===== config.mk =====
export PLATFORM = sky130hd
export DESIGN_NAME = ps2_host_tx
export DESIGN_NICKNAME = d
export VERILOG_FILES = /design/src/rtl/ps2_host_tx.sv
export SDC_FILE = /design/constraint.sdc
export NUM_CORES = 1
export LEC_CHECK = 0
export BUFFER_PORTS_ARGS = -buffer_cell sky130_fd_sc_hd__buf_2
export CELL_PAD_IN_SITES_DETAIL_PLACEMENT = 1
export CELL_PAD_IN_SITES_GLOBAL_PLACEMENT = 1
export CORE_MARGIN = 2
export CORE_UTILIZATION = 40
export DETAILED_ROUTE_END_ITERATION = 8
export PLACE_DENSITY = 0.7
export SLEW_MARGIN = 10
export SYNTH_ARGS = -nofsm -noshare
export SYNTH_HDL_FRONTEND = slang
export SYNTH_SLANG_ARGS = --single-unit

===== constraint.sdc =====
create_clock -name pti_clk -period 4.63 [get_ports pti_clk]
set_input_delay 0.463 -clock pti_clk [delete_from_list [all_inputs] [get_ports pti_clk]]
set_output_delay 0.463 -clock pti_clk [all_outputs]
set_load 0.01 [all_outputs]

===== src/rtl/ps2_host_tx.sv =====
// -----------------------------------------------------------------------------
// ps2_host_tx
//
// PS/2 host-to-device transmitter. Sends one command byte (for example 0xED
// set-LEDs or 0xFF reset) to the keyboard. The PS/2 clock and data lines are
// driven open-drain through the two *_oe outputs. While a transfer is in
// progress, pto_rx_inhibit tells the scan-code receiver to ignore line
// activity.
//
// Transfer sequence:
//   IDLE -> INHIBIT (clock held low) -> RTS (data low = start bit)
//        -> DATA (8 data bits, parity, stop) -> ACK -> WAIT_IDLE -> IDLE
// A single timeout counter bounds everything from RTS entry onward.
//
// Ports:
//   pti_clk          system clock (cpu_clk50)
//   pti_rst          synchronous reset, active-high
//   pti_data[7:0]    byte to send, sampled together with an accepted strobe
//   pti_wrn          active-low one-cycle write strobe, taken only when ready
//   pto_ready        1 = idle, a new byte can be accepted
//   pto_done         one-cycle pulse: transfer finished and the device acked
//   pto_ack_error    one-cycle pulse: transfer finished without an ack
//   pto_timeout      one-cycle pulse: transfer aborted by timeout
//   pto_rx_inhibit   1 while any transfer is in progress
//   pti_ps2_clk      sensed PS/2 clock line (asynchronous)
//   pti_ps2_data     sensed PS/2 data line (asynchronous)
//   pto_ps2_clk_oe   1 = pull the clock line low
//   pto_ps2_data_oe  1 = pull the data line low
// -----------------------------------------------------------------------------
module ps2_host_tx #(
    parameter int INHIBIT_CYCLES = 5000,
    parameter int TIMEOUT_CYCLES = 750000,
    parameter int FILTER_LEN     = 4
) (
    input  logic       pti_clk,
    input  logic       pti_rst,
    input  logic [7:0] pti_data,
    input  logic       pti_wrn,
    output logic       pto_ready,
    output logic       pto_done,
    output logic       pto_ack_error,
    output logic       pto_timeout,
    output logic       pto_rx_inhibit,
    input  logic       pti_ps2_clk,
    input  logic       pti_ps2_data,
    output logic       pto_ps2_clk_oe,
    output logic       pto_ps2_data_oe
);

    localparam int INH_W = $clog2(INHIBIT_CYCLES + 1);
    localparam int TO_W  = $clog2(TIMEOUT_CYCLES + 1);
    localparam int FLT_W = $clog2(FILTER_LEN + 1);

    typedef enum logic [2:0] {
        IDLE,
        INHIBIT,
        RTS,
        DATA,
        ACK,
        WAIT_IDLE
    } state_t;

    // ---------------------------------------------------------------
    // Line conditioning: 2-FF synchronizer followed by a glitch filter
    // ---------------------------------------------------------------
    logic             ck_s1, ck_s2, dt_s1, dt_s2;
    logic             ck_f, dt_f, ck_fd;
    logic [FLT_W-1:0] ck_cnt, dt_cnt;
    logic             fe;

    always_ff @(posedge pti_clk) begin
        if (pti_rst) begin
            ck_s1  <= 1'b1;
            ck_s2  <= 1'b1;
            dt_s1  <= 1'b1;
            dt_s2  <= 1'b1;
            ck_f   <= 1'b1;
            dt_f   <= 1'b1;
            ck_fd  <= 1'b1;
            ck_cnt <= '0;
            dt_cnt <= '0;
        end else begin
            ck_s1 <= pti_ps2_clk;
            ck_s2 <= ck_s1;
            dt_s1 <= pti_ps2_data;
            dt_s2 <= dt_s1;
            ck_fd <= ck_f;

            // The counter tracks how many consecutive samples disagree with
            // the accepted level; any agreeing sample restarts it.
            if (ck_s2 == ck_f) begin
                ck_cnt <= '0;
            end else if (ck_cnt == FLT_W'(FILTER_LEN - 1)) begin
                ck_f   <= ck_s2;
                ck_cnt <= '0;
            end else begin
                ck_cnt <= ck_cnt + FLT_W'(1);
            end

            if (dt_s2 == dt_f) begin
                dt_cnt <= '0;
            end else if (dt_cnt == FLT_W'(FILTER_LEN - 1)) begin
                dt_f   <= dt_s2;
                dt_cnt <= '0;
            end else begin
                dt_cnt <= dt_cnt + FLT_W'(1);
            end
        end
    end

    assign fe = ck_fd & ~ck_f;

    // ---------------------------------------------------------------
    // Transfer FSM: state register and next-state/output logic
    // ---------------------------------------------------------------
    state_t           state_q, state_d;
    logic [INH_W-1:0] inh_cnt_q, inh_cnt_d;
    logic [TO_W-1:0]  to_cnt_q, to_cnt_d;
    logic [3:0]       fe_cnt_q, fe_cnt_d;
    logic [7:0]       shreg_q, shreg_d;
    logic             par_q, par_d;
    logic             ack_ok_q, ack_ok_d;
    logic             clk_oe_q, clk_oe_d;
    logic             data_oe_q, data_oe_d;
    logic             done_q, done_d;
    logic             ackerr_q, ackerr_d;
    logic             tmo_q, tmo_d;

    always_ff @(posedge pti_clk) begin
        if (pti_rst) begin
            state_q   <= IDLE;
            inh_cnt_q <= '0;
            to_cnt_q  <= '0;
            fe_cnt_q  <= '0;
            ack_ok_q  <= 1'b0;
            clk_oe_q  <= 1'b0;
            data_oe_q <= 1'b0;
            done_q    <= 1'b0;
            ackerr_q  <= 1'b0;
            tmo_q     <= 1'b0;
        end else begin
            state_q   <= state_d;
            inh_cnt_q <= inh_cnt_d;
            to_cnt_q  <= to_cnt_d;
            fe_cnt_q  <= fe_cnt_d;
            ack_ok_q  <= ack_ok_d;
            clk_oe_q  <= clk_oe_d;
            data_oe_q <= data_oe_d;
            done_q    <= done_d;
            ackerr_q  <= ackerr_d;
            tmo_q     <= tmo_d;
        end
    end

    // Byte and parity are payload only; they are always rewritten on accept.
    always_ff @(posedge pti_clk) begin
        shreg_q <= shreg_d;
        par_q   <= par_d;
    end

    always_comb begin
        state_d   = state_q;
        inh_cnt_d = inh_cnt_q;
        to_cnt_d  = to_cnt_q;
        fe_cnt_d  = fe_cnt_q;
        shreg_d   = shreg_q;
        par_d     = par_q;
        ack_ok_d  = ack_ok_q;
        clk_oe_d  = clk_oe_q;
        data_oe_d = data_oe_q;
        done_d    = 1'b0;
        ackerr_d  = 1'b0;
        tmo_d     = 1'b0;

        case (state_q)
            IDLE: begin
                clk_oe_d  = 1'b0;
                data_oe_d = 1'b0;
                if (!pti_wrn) begin
                    shreg_d   = pti_data;
                    par_d     = ~^pti_data;
                    inh_cnt_d = '0;
                    fe_cnt_d  = '0;
                    clk_oe_d  = 1'b1;
                    state_d   = INHIBIT;
                end
            end

            INHIBIT: begin
                if (inh_cnt_q == INH_W'(INHIBIT_CYCLES - 1)) begin
                    clk_oe_d  = 1'b0;
                    data_oe_d = 1'b1;
                    to_cnt_d  = '0;
                    state_d   = RTS;
                end else begin
                    inh_cnt_d = inh_cnt_q + INH_W'(1);
                end
            end

            default: begin
                // Timeout is checked first so it overrides any completion
                // event landing on the same cycle.
                if (to_cnt_q == TO_W'(TIMEOUT_CYCLES - 1)) begin
                    clk_oe_d  = 1'b0;
                    data_oe_d = 1'b0;
                    to_cnt_d  = '0;
                    fe_cnt_d  = '0;
                    tmo_d     = 1'b1;
                    state_d   = IDLE;
                end else begin
                    to_cnt_d = to_cnt_q + TO_W'(1);
                    case (state_q)
                        RTS: begin
                            if (fe) begin
                                data_oe_d = ~shreg_q[0];
                                fe_cnt_d  = 4'd1;
                                state_d   = DATA;
                            end
                        end
                        DATA: begin
                            // fe_cnt_q holds how many falling edges have
                            // already been seen, so it indexes the next bit.
                            if (fe) begin
                                if (fe_cnt_q < 4'd8) begin
                                    data_oe_d = ~shreg_q[fe_cnt_q[2:0]];
                                    fe_cnt_d  = fe_cnt_q + 4'd1;
                                end else if (fe_cnt_q == 4'd8) begin
                                    data_oe_d = ~par_q;
                                    fe_cnt_d  = fe_cnt_q + 4'd1;
                                end else begin
                                    data_oe_d = 1'b0;
                                    state_d   = ACK;
                                end
                            end
                        end
                        ACK: begin
                            if (fe) begin
                                ack_ok_d = ~dt_f;
                                state_d  = WAIT_IDLE;
                            end
                        end
                        WAIT_IDLE: begin
                            if (ck_f && dt_f) begin
                                done_d   = ack_ok_q;
                                ackerr_d = ~ack_ok_q;
                                fe_cnt_d = '0;
                                state_d  = IDLE;
                            end
                        end
                        default: begin
                            state_d = IDLE;
                        end
                    endcase
                end
            end
        endcase
    end

    assign pto_ready       = (state_q == IDLE);
    assign pto_rx_inhibit  = (state_q != IDLE);
    assign pto_done        = done_q;
    assign pto_ack_error   = ackerr_q;
    assign pto_timeout     = tmo_q;
    assign pto_ps2_clk_oe  = clk_oe_q;
    assign pto_ps2_data_oe = data_oe_q;

endmodule


==> impl_results.md <==
* Status: complete, no violations
* First-pass GRT wire length at 14.4 mm
* Flop-to-flop setup slack at 2.05 ns
* Final #Nets at 418
* Max-slew headroom at 25.5%
* Power per cell area at 445 nW/µm²
* Row Count at 34
* Storage element area at 1450 µm²
* Clk_lat worst skew at 0.35 ns
* Design area at 3840 µm²
* # IOs at 20
* Flops & latches, synth at 68
* Number of nets with antenna violations after routing at 0
* Synthesized area at 3540 µm²
* Routability congestion estimate from global placement at 0.806
* Fillcell total at 1014
* Min-delay worst type: input pin to flop
* Placed cell areas at 3640 µm²
* DIE AREA at 9610 µm²
* Skew final at 0.0160 ns
* Root Driver: clkbuf_8
* Commonest non-fill, non-tap cell in the layout: dfxtp_1
* Overall power at 1.71 mW
* R2R Path Start: inh_cnt_q[3]
* CTS tree: built
* Setup bufs post-CTS at 0
* Core footprint at 8640 µm²
* Static Leak at 1.29 nW
* Fin. Hold Viols at 0
* Mapped Nets at 406
* Post-DP HPWL at 6.01 mm
* Final period util at 55.8%
* Syn. warnings at 0
* Die Width at 98.0 µm
* Routed len/inst at 16.4 µm
* CTS Hold Bufs at 0
* DR vias/cell at 5.69
* Vias at 2900
* Max-slew violations at 0
* Async SR Flop Fraction at 0%
* Most used DFF post-synth: dfxtp_1
* Remaining routing DRC violations at 0
* Simple-gate share of the synthesized area at 24.9%
* Setup CP Type: flop to flop
* CTS max path bufs at 2
* Grt ovf at 0
* Highest Clock Rate at 0.387 GHz
* Post-synthesis adder-cell area fraction at 2.83%
* TNS Setup at 0 ns
* RSZ-0062 raised after global routing: false
* Synth Area in Compound Gates at 16.0%
* Commonest cells after routing, fill and taps aside: 59 x dfxtp_1, 39 x nor2_1, 21 x nand2_1, 20 x inv_1
* TritonCTS Buffers at 9
* Synthesized instance count at 385
* Syn-to-layout area delta at 8.49%
* Max VDD drop at 0.227 mV
* Overall Global Routing Usage at 18.4%
* Antenna diodes at 0
* Vias in the first global route at 2962
* Startpoint class of the critical path: flop
* Hold Path Cell Cnt at 2
* Mean post-synth cell area at 9.18 µm²
* Initial antenna violation count at 0
* Critical Path RT at 4.85 ns
* WP data arrival at 2.80 ns
* CTS H-tree lvls at 3
* Crit. Startpoint: inh_cnt_q[3]
* Xor/xnor cell area share of the yosys netlist at 6.44%
* Layout cells sized above 1 at 14.7%
* RR Endpoint: to_cnt_q[13]
* Crit. End Element: flop
* Largest net degree at the start of global routing at 28
* R2r worst-path depth at 5
* Cts repair resizes at 0
* Post-synth cell types at 69
* Clock transition at the registers of the reported paths at 0.08 ns
* Final setup vio count at 0
* Max cap viols at 0
* I/O Buffers at 19
* Hold wc startpoint: pti_ps2_data
* CTS Sinks at 68
* Iteration-0 DRC Markers at 104
* Multi-input gate area at 1880 µm²
* Crit path max fanout at 16
* Routed WL at 8.35 mm
* Post-synthesis sequential area ratio at 41.0%
* Mux share of post-synthesis cell area at 2.97%
* Worst-case hold path end point: dt_s1
* 1st-pass router iterations at 4
* Number of flops mapped to enable cells by yosys at 9
* Worst Tran Pin Value at 1.11 ns
* Tmin final at 2.58 ns
* Initial Utilization at 40.9%
* Die Height at 98.0 µm
* Largest family of logic cells by synthesized area: simple AND/OR/NAND/NOR gates
-- power by group --
part / internal (mW) / switching (mW) / leakage, nW
logic: 0.176 / 0.308 / 0.624
registers: 0.654 / 0.0709 / 0.563
clock network: 0.251 / 0.247 / 0.100
-- critical path: stages (launching register included) --
cell	delay, ns
dfxtp_1	0.34
or4b_1	0.62
nor4_4	0.64
nor2_1	0.21
o21ai_2	0.50
o31ai_1	0.15
-- registers in the layout, indices dropped and copies added, names as in the netlist --
name,cells
dt_s1,1
ack_ok_q,1
dt_cnt,3
pto_done,1
ck_f,1
pto_ack_error,1
ck_s1,1
dt_s2,1
par_q,1
dt_f,1
ck_s2,1
pto_timeout,1
inh_cnt_q,13
pto_ps2_clk_oe,1
to_cnt_q,20
shreg_q,8
fe_cnt_q,4
pto_ps2_data_oe,1
state_q,3
ck_fd,1
ck_cnt,3
-- metal layers --
| layer | vias up | GRT usage (%) | part of all wire (%) |
|---|---|---|---|
| met5 | - | 0 | 0 |
| met4 | 0 | 6.41 | 1.7 |
| met3 | 12 | 3.36 | 2.3 |
| met2 | 33 | 30.9 | 48 |
| met1 | 1419 | 23.9 | 48 |
| li1 | 1436 | - | - |
-- worst max path at each step --
| stage | end | slack (ns) | cells after the start |
|---|---|---|---|
| global placement | to_cnt_q[13] | 2.08 | 5 |
| finish | to_cnt_q[13] | 2.05 | 5 |
| detailed placement | to_cnt_q[13] | 1.99 | 5 |
| floorplan | state_q[1] | 2.59 | 5 |
| global route | to_cnt_q[13] | 1.81 | 5 |
| CTS | to_cnt_q[13] | 1.98 | 5 |
-- cells by family (layout without fill, tap and decap cells) --
logic type	Yosys count	after routing
fa+ha+maj	8	8
flops	68	68
xor+xnor	26	26
buf+inv	38	55
mux	8	8
simple gates	156	156
compound gates	81	81
-- area by class of cell --
class	instances	area share [%]
Tap cell	108	3.52
Inverter	20	1.96
Clock buffer	9	3.23
Sequential cell	68	37.8
Clock inverter	7	1.92
Timing Repair Buffer	19	2.48
Multi-Input combinational cell	279	49.1
-- per-stage QoR --
stage               instances  hold slack (ns)  worst slack, ns  utilization (%)
detailed placement        494            0.400             1.99             42.1
global route              510            0.286             1.81             44.4
CTS                       510            0.280             1.98             44.4
global placement          494            0.391             2.08             42.1
finish                    510            0.294             2.05             44.4
floorplan                 385            0.389             2.59                -
-- Yosys cell counts, types with 7 or more instances --
library cell	instances	area, µm²
xnor2_1	15	131
nor2_1	39	146
nor3_1	9	45.0
xor2_1	11	96.3
nand2_1	21	78.8
o211ai_1	7	52.6
nand2b_1	7	43.8
nor4_1	9	56.3
ha_1	8	100
o21ai_0	16	80.1
inv_1	20	75.1
nand4_1	11	68.8
nand3_1	15	75.1
a21oi_1	19	95.1
edfxtp_1	9	270
clkbuf_1	9	33.8
dfxtp_1	59	1180
Note: power is estimated with default switching activity, not from simulation.
